### src/rtl/matrix_scan_if.sv
// Game-state inputs and matrix pin outputs of the LED-matrix scan driver.
// Pure wiring bundle, no storage; the scan driver samples inputs once per row slot.
// No handshake: inputs are levels, outputs are registered pin drives.
interface matrix_scan_if;
    logic [63:0] wall_map;   // bit r*8+c set = wall at row r, column c
    logic [2:0]  pos_row;
    logic [2:0]  pos_col;
    logic [2:0]  goal_row;
    logic [2:0]  goal_col;
    logic        arrived;    // level, high while the player sits on the goal
    logic [7:0]  row;        // active-low row select
    logic [7:0]  g_col;      // active-high green column drive
    logic [7:0]  r_col;      // active-high red column drive

    // Game side: owns the board state, observes the pins.
    modport master (
        output wall_map, pos_row, pos_col, goal_row, goal_col, arrived,
        input  row, g_col, r_col
    );

    // Scan driver side: samples the board state, drives the pins.
    modport slave (
        input  wall_map, pos_row, pos_col, goal_row, goal_col, arrived,
        output row, g_col, r_col
    );
endinterface

### src/rtl/matrix_scan.sv
// Time-multiplexes the maze (walls red, player green, goal amber, arrival blink) onto an 8x8 bicolour matrix.
// Latency: inputs sampled once per TICK_DIV-cycle slot; a change shows when its row is next scanned (<= 8*TICK_DIV cycles).
// No backpressure: free-running scan, inputs are levels and all outputs are registers.
module matrix_scan #(
    parameter int TICK_DIV    = 50000,  // clk cycles per row slot, >= 2
    parameter int BLINK_TICKS = 250     // row slots per blink half-period, >= 1
) (
    input  logic        clk,
    input  logic        rst,            // asynchronous, active-low
    matrix_scan_if.slave scan
);

    localparam int DW = $clog2(TICK_DIV);
    localparam int BW = (BLINK_TICKS > 1) ? $clog2(BLINK_TICKS) : 1;
    localparam logic [DW-1:0] DIV_LAST   = DW'(TICK_DIV - 1);
    localparam logic [BW-1:0] BLINK_LAST = BW'(BLINK_TICKS - 1);

    logic [DW-1:0] div_cnt_q,   div_cnt_d;
    logic [2:0]    ridx_q,      ridx_d;
    logic [BW-1:0] blink_cnt_q, blink_cnt_d;
    logic          phase_q,     phase_d;
    logic [7:0]    row_q,       row_d;
    logic [7:0]    g_col_q,     g_col_d;
    logic [7:0]    r_col_q,     r_col_d;

    logic          tick;
    logic [7:0]    wall_row;
    logic [7:0]    goal_bit;
    logic [7:0]    pos_bit;

    assign tick     = (div_cnt_q == DIV_LAST);
    assign wall_row = scan.wall_map[{ridx_q, 3'b000} +: 8];
    assign goal_bit = 8'b1 << scan.goal_col;
    assign pos_bit  = 8'b1 << scan.pos_col;

    // Next-state: prescaler always runs; row, colours and blink state only move on tick.
    always_comb begin
        div_cnt_d   = tick ? '0 : div_cnt_q + 1'b1;
        ridx_d      = ridx_q;
        blink_cnt_d = blink_cnt_q;
        phase_d     = phase_q;
        row_d       = row_q;
        g_col_d     = g_col_q;
        r_col_d     = r_col_q;

        if (tick) begin
            ridx_d = ridx_q + 3'd1;  // 3-bit wrap 7 -> 0
            row_d  = ~(8'b1 << ridx_q);

            if (scan.arrived) begin
                // Whole board flashes green; the load uses the phase held
                // before this tick, so a fresh arrival always starts lit.
                g_col_d = phase_q ? 8'h00 : 8'hFF;
                r_col_d = 8'h00;
                if (blink_cnt_q == BLINK_LAST) begin
                    blink_cnt_d = '0;
                    phase_d     = ~phase_q;
                end else begin
                    blink_cnt_d = blink_cnt_q + 1'b1;
                end
            end else begin
                blink_cnt_d = '0;
                phase_d     = 1'b0;
                r_col_d     = wall_row;
                g_col_d     = 8'h00;
                if (scan.goal_row == ridx_q) begin
                    r_col_d = r_col_d | goal_bit;
                    g_col_d = g_col_d | goal_bit;
                end
                // Player is applied last so it wins over both wall and goal.
                if (scan.pos_row == ridx_q) begin
                    g_col_d = g_col_d | pos_bit;
                    r_col_d = r_col_d & ~pos_bit;
                end
            end
        end
    end

    // State and output registers; reset blanks the board immediately and restarts at row 0.
    always_ff @(posedge clk or negedge rst) begin
        if (!rst) begin
            div_cnt_q   <= '0;
            ridx_q      <= 3'd0;
            blink_cnt_q <= '0;
            phase_q     <= 1'b0;
            row_q       <= 8'hFF;
            g_col_q     <= 8'h00;
            r_col_q     <= 8'h00;
        end else begin
            div_cnt_q   <= div_cnt_d;
            ridx_q      <= ridx_d;
            blink_cnt_q <= blink_cnt_d;
            phase_q     <= phase_d;
            row_q       <= row_d;
            g_col_q     <= g_col_d;
            r_col_q     <= r_col_d;
        end
    end

    assign scan.row   = row_q;
    assign scan.g_col = g_col_q;
    assign scan.r_col = r_col_q;

endmodule
### src/flat_wrapper.sv
// flat-port wrapper written by rule: the top's interface ports become plain ports
module matrix_scan_flat 
#(
    parameter int TICK_DIV    = 50000,                                  
    parameter int BLINK_TICKS = 250                                             
)
  (clk, rst, scan_wall_map, scan_pos_row, scan_pos_col, scan_goal_row, scan_goal_col, scan_arrived, scan_row, scan_g_col, scan_r_col);
  matrix_scan_if scan_i ();
  input  logic clk;
  input  logic rst;
  input wire logic [$bits(scan_i.wall_map)-1:0] scan_wall_map;
  input wire logic [$bits(scan_i.pos_row)-1:0] scan_pos_row;
  input wire logic [$bits(scan_i.pos_col)-1:0] scan_pos_col;
  input wire logic [$bits(scan_i.goal_row)-1:0] scan_goal_row;
  input wire logic [$bits(scan_i.goal_col)-1:0] scan_goal_col;
  input wire logic [$bits(scan_i.arrived)-1:0] scan_arrived;
  output wire logic [$bits(scan_i.row)-1:0] scan_row;
  output wire logic [$bits(scan_i.g_col)-1:0] scan_g_col;
  output wire logic [$bits(scan_i.r_col)-1:0] scan_r_col;
  assign scan_i.wall_map = scan_wall_map;
  assign scan_i.pos_row = scan_pos_row;
  assign scan_i.pos_col = scan_pos_col;
  assign scan_i.goal_row = scan_goal_row;
  assign scan_i.goal_col = scan_goal_col;
  assign scan_i.arrived = scan_arrived;
  assign scan_row = scan_i.row;
  assign scan_g_col = scan_i.g_col;
  assign scan_r_col = scan_i.r_col;
  matrix_scan #(.TICK_DIV(TICK_DIV), .BLINK_TICKS(BLINK_TICKS)) u_core (.clk(clk), .rst(rst), .scan(scan_i));
endmodule
### config.mk
export PLATFORM = sky130hd
export DESIGN_NAME = matrix_scan_flat
export DESIGN_NICKNAME = d
export VERILOG_FILES = /design/src/rtl/matrix_scan_if.sv /design/src/rtl/matrix_scan.sv /design/src/flat_wrapper.sv
export SDC_FILE = /design/constraint.sdc
export NUM_CORES = 1
export LEC_CHECK = 0
export CAP_MARGIN = 10
export CORE_MARGIN = 3
export CORE_UTILIZATION = 50
export DETAILED_ROUTE_END_ITERATION = 8
export MAX_ROUTING_LAYER = met4
export PLACE_DENSITY = 0.87
export SLEW_MARGIN = 40
export SYNTH_ARGS = -nofsm -noshare
export SYNTH_HDL_FRONTEND = slang
export SYNTH_SLANG_ARGS = --single-unit
export TNS_END_PERCENT = 10
### constraint.sdc
create_clock -name clk -period 3.35 [get_ports clk]
set_clock_uncertainty 0.15 [all_clocks]
set_input_delay 0.67 -clock clk [delete_from_list [all_inputs] [get_ports clk]]
set_output_delay 0.67 -clock clk [all_outputs]
set_load 0.01 [all_outputs]
==> impl_table.tex <==
\begin{tabular}{lr}
\hline
Metric & Value \\
\hline
\multicolumn{2}{l}{\textbf{Power and ir drop}} \\
\quad PwrDens & 306.9 nW/um2 \\
\quad Leakage Power & 0.001749 uW \\
\quad Worst-case vdd ir drop & 0.2877 mV \\
\multicolumn{2}{l}{\textbf{Critical path}} \\
\quad Critical path class & flop to flop \\
\quad Worst path required time & 3.45 ns \\
\quad Startpoint type of the worst setup path & flop \\
\quad CP Capture Type & flop \\
\quad Worst-path fanout max & 21 \\
\quad CP Data Arrival Time & 2.38 ns \\
\multicolumn{2}{l}{\textbf{Routing}} \\
\quad Average via count per standard cell & 5.839 \\
\quad 1st-iter DRT viols & 101 \\
\quad Count of vias placed by the detailed router & 2,791 \\
\quad Number of iterations in the first detailed-routing pass & 4 \\
\quad Average wire per cell in the routed design & 17.12 um \\
\quad Number of nets with antenna violations after routing & 0 \\
\quad Total DRC errors in the routed layout & 0 \\
\quad Wire length reported by the detailed router & 8.185 mm \\
\multicolumn{2}{l}{\textbf{Clock network}} \\
\quad Clock root buffer & clkbuf\_8 \\
\quad Total clock buffers created by CTS & 5 \\
\quad Worst-path clk slew & 0.10 ns \\
\quad Buffers from clock root to sink, at most & 2 \\
\quad Post-cts hold buffer count & 0 \\
\quad Quantity of gates resized following cts & 0 \\
\quad TritonCTS clock tree & yes \\
\quad Post-CTS Setup Repair Bufs & 0 \\
\quad Source-to-sink clock delay at the later pin of the worst-skew pair & 0.31 ns \\
\quad Htree depth & 2 \\
\quad Total clock sinks & 52 \\
\multicolumn{2}{l}{\textbf{Synth}} \\
\quad Number of library cell types mapped by synthesis & 46 \\
\quad Asr flop ratio synth & 100.0\% \\
\quad Average instance area after synthesis & 10.49 um2 \\
\quad Post-synthesis instance total & 300 \\
\quad Post-synth EDFFs & 0 \\
\quad Mapped cell area & 3147 um2 \\
\quad Number of nets produced by synthesis & 388 \\
\quad Most common flop cell mapped by yosys & dfrtp\_1 \\
\quad Count of synthesis-stage warnings from yosys & 0 \\
\quad FF+latch count, synth & 52 \\
\quad Seq/Total Area, Yosys & 41.67\% \\
\multicolumn{2}{l}{\textbf{Placement}} \\
\quad Routability cong. & 0.8518 \\
\quad Total of buffers placed on input and output ports & 102 \\
\quad Inst Count DP & 470 \\
\quad HPWL reported at the end of detailed placement & 6.494 mm \\
\quad Total cell area at the placement stage & 4232 um2 \\
\multicolumn{2}{l}{\textbf{STA}} \\
\quad Final setup violation count & 0 \\
\quad Final hold violations & 0 \\
\quad RSZ-0062 raised after global routing & no \\
\quad Post-route fraction of the period consumed by the critical path & 68.32\% \\
\quad Final Critical Period & 2.289 ns \\
\quad Final total negative setup slack & 0 ns \\
\quad F\_max & 436.9 MHz \\
\quad Rel. slew slack & 58.16\% \\
\quad Slew at the pin closest to its max-slew limit & 0.6276 ns \\
\quad Count of pins over their slew limit & 0 \\
\multicolumn{2}{l}{\textbf{Finish}} \\
\quad Number of fillers in the final layout & 397 \\
\quad Number of diodes added for antenna fixing & 0 \\
\quad Fraction of layout instances using a drive strength above 1 & 12.41\% \\
\quad Non-Filler Cell Area, Final & 4370 um2 \\
\quad Post-layout nets & 490 \\
\quad Final non-filler cell total & 478 \\
\quad Area growth, synth to finish & 38.89\% \\
\multicolumn{2}{l}{\textbf{Floorplan}} \\
\quad Starting density of the core & 52.53\% \\
\quad Die Height & 85.33 um \\
\quad DIE WIDTH & 85.33 um \\
\quad Core ar. & 5991 um2 \\
\quad Num ports & 103 \\
\quad Area of the die & 7281 um2 \\
\quad Number of cell rows & 28 \\
\multicolumn{2}{l}{\textbf{Worst hold path}} \\
\quad Worst min-delay path category & primary input to asynchronous set/reset pin \\
\multicolumn{2}{l}{\textbf{Global routing}} \\
\quad Global-route wire length before repair & 13.61 mm \\
\quad Global-route congestion overflow total & 0 \\
\quad Antenna violations before repair & 0 \\
\quad Maximum number of pins on one net before global-route repair & 30 \\
\quad Number of global-route vias before repair & 2,941 \\
\quad Combined global-route utilization of all metal layers & 24.06\% \\
\multicolumn{2}{l}{\textbf{Job}} \\
\quad Max-cap violations & 0 \\
\multicolumn{2}{l}{\textbf{Status}} \\
\quad Run status & finished, final reports clean \\
\hline
\end{tabular}
==> through the flow <==
stage	total power, uW	hold WS [ns]	worst slack [ns]	utilization [%]
floorplan	700.5	0.2244	1.590	-
global placement	828.9	0.3162	0.9389	70.63
detailed placement	832.4	0.3278	0.8773	70.63
CTS	1349	0.1794	1.052	72.93
global route	1388	0.2069	0.8647	72.95
finish	1341	0.1680	1.061	72.95
==> area by class of cell <==
cell class	instances	area [um2]	share of cell area [%]
multi-input combinational	228	1735	39.71
sequential	52	1313	30.03
clock inverter	3	68.82	1.575
tap	75	93.84	2.147
inverter	6	22.52	0.5153
clock buffer	5	68.82	1.575
timing repair buffer	109	1069	24.45
==> synthesized netlist by cell type, drive strengths merged (4+ instances only) <==
master / n / area [um2]
a31oi: 6 / 37.54
xnor2: 12 / 120.1
and3b: 4 / 35.03
clkbuf: 4 / 15.01
dfrtp: 44 / 1101
mux4: 16 / 360.4
nand4: 5 / 37.53
dfstp: 8 / 210.2
o211a: 6 / 60.06
nor2: 20 / 75.07
nand2: 49 / 183.9
a41oi: 8 / 70.07
buf: 10 / 62.56
xor2: 5 / 43.79
nand3: 8 / 40.04
o21ai: 28 / 140.1
nor3: 4 / 20.02
ha: 9 / 112.6
a22o: 13 / 113.9
inv: 5 / 18.77
==> per-layer routing <==
layer	GRT usage, %	vias up	part of all wire (%)
li1	-	1323	-
met4	6.187	0	1.8
met5	-	-	0
met2	41.74	109	52
met1	27.89	1346	40
met3	5.922	13	6.6
==> sequential cells by signal, summed over array words and instances (netlist names) <==
| name | count |
|---|---|
| u_core.blink_cnt_q | 8 |
| u_core.div_cnt_q | 16 |
| u_core.phase_q | 1 |
| u_core.ridx_q | 3 |
| u_core.scan.g_col | 8 |
| u_core.scan.r_col | 8 |
| u_core.scan.row | 8 |
==> final timing paths <==
kind | depth (start not counted) | to | from | slack [ns]
worst max-delay path | 6 | u_core.scan.row[1] | u_core.div_cnt_q[0] | 1.06
worst min-delay path | 1 | u_core.div_cnt_q[6] | rst | 0.17
worst max register to register | 6 | u_core.scan.row[1] | u_core.div_cnt_q[0] | 1.06
worst min register to register | 2 | u_core.scan.row[3] | u_core.scan.row[3] | 0.34
max in group asynchronous | 2 | u_core.scan.row[6] | rst | 2.08
min in group clk | 2 | u_core.scan.row[3] | u_core.scan.row[3] | 0.34
==> cell families (layout without fill, tap and decap cells) <==
family          after synthesis  in the layout  synth area share [%]
simple gates                112            112                 18.17
flops                        52             52                 41.67
compound gates               72             72                 16.06
fa+ha+maj                     9              9                 3.579
buf+inv                      20            123                 3.181
mux                          18             18                 12.13
xor+xnor                     17             17                 5.209
==> critical path: stages, from the launching register on <==
cell	delay (ns)
dfrtp_1	0.40
ha_1	0.24
and3_1	0.24
and4_1	0.61
buf_4	0.36
nor2_1	0.06
a31oi_1	0.15
==> where the power goes <==
part           switching, uW  total, uW  internal [uW]
Clock                    221        521            301
Combinational           61.6        182            121
Sequential              4.32        638            633
==> placed cells by master, fill, tap and decap left out, types with 2 or more instances in the layout <==
cell type / n
dfrtp_1: 43
nand2_1: 49
clkbuf_8: 5
o21ai_1: 8
clkdlybuf4s50_1: 101
buf_4: 7
a21oi_1: 2
mux4_2: 16
o21ai_0: 20
o211a_1: 6
xnor2_2: 2
nor3b_1: 3
a22o_1: 13
o311a_1: 2
ha_1: 9
xor2_1: 5
nand3_1: 8
nor2_1: 20
inv_1: 5
nand4b_1: 2
and4bb_2: 2
nand2b_1: 2
and4_1: 2
or4_1: 2
or3_1: 2
and3_1: 3
a41oi_1: 8
dfstp_2: 8
a31oi_1: 6
o31ai_1: 3
and3b_1: 4
xnor2_1: 10
nand4_1: 4
bufinv_16: 2
nor3_1: 4
(Power assumes the default switching activity.)
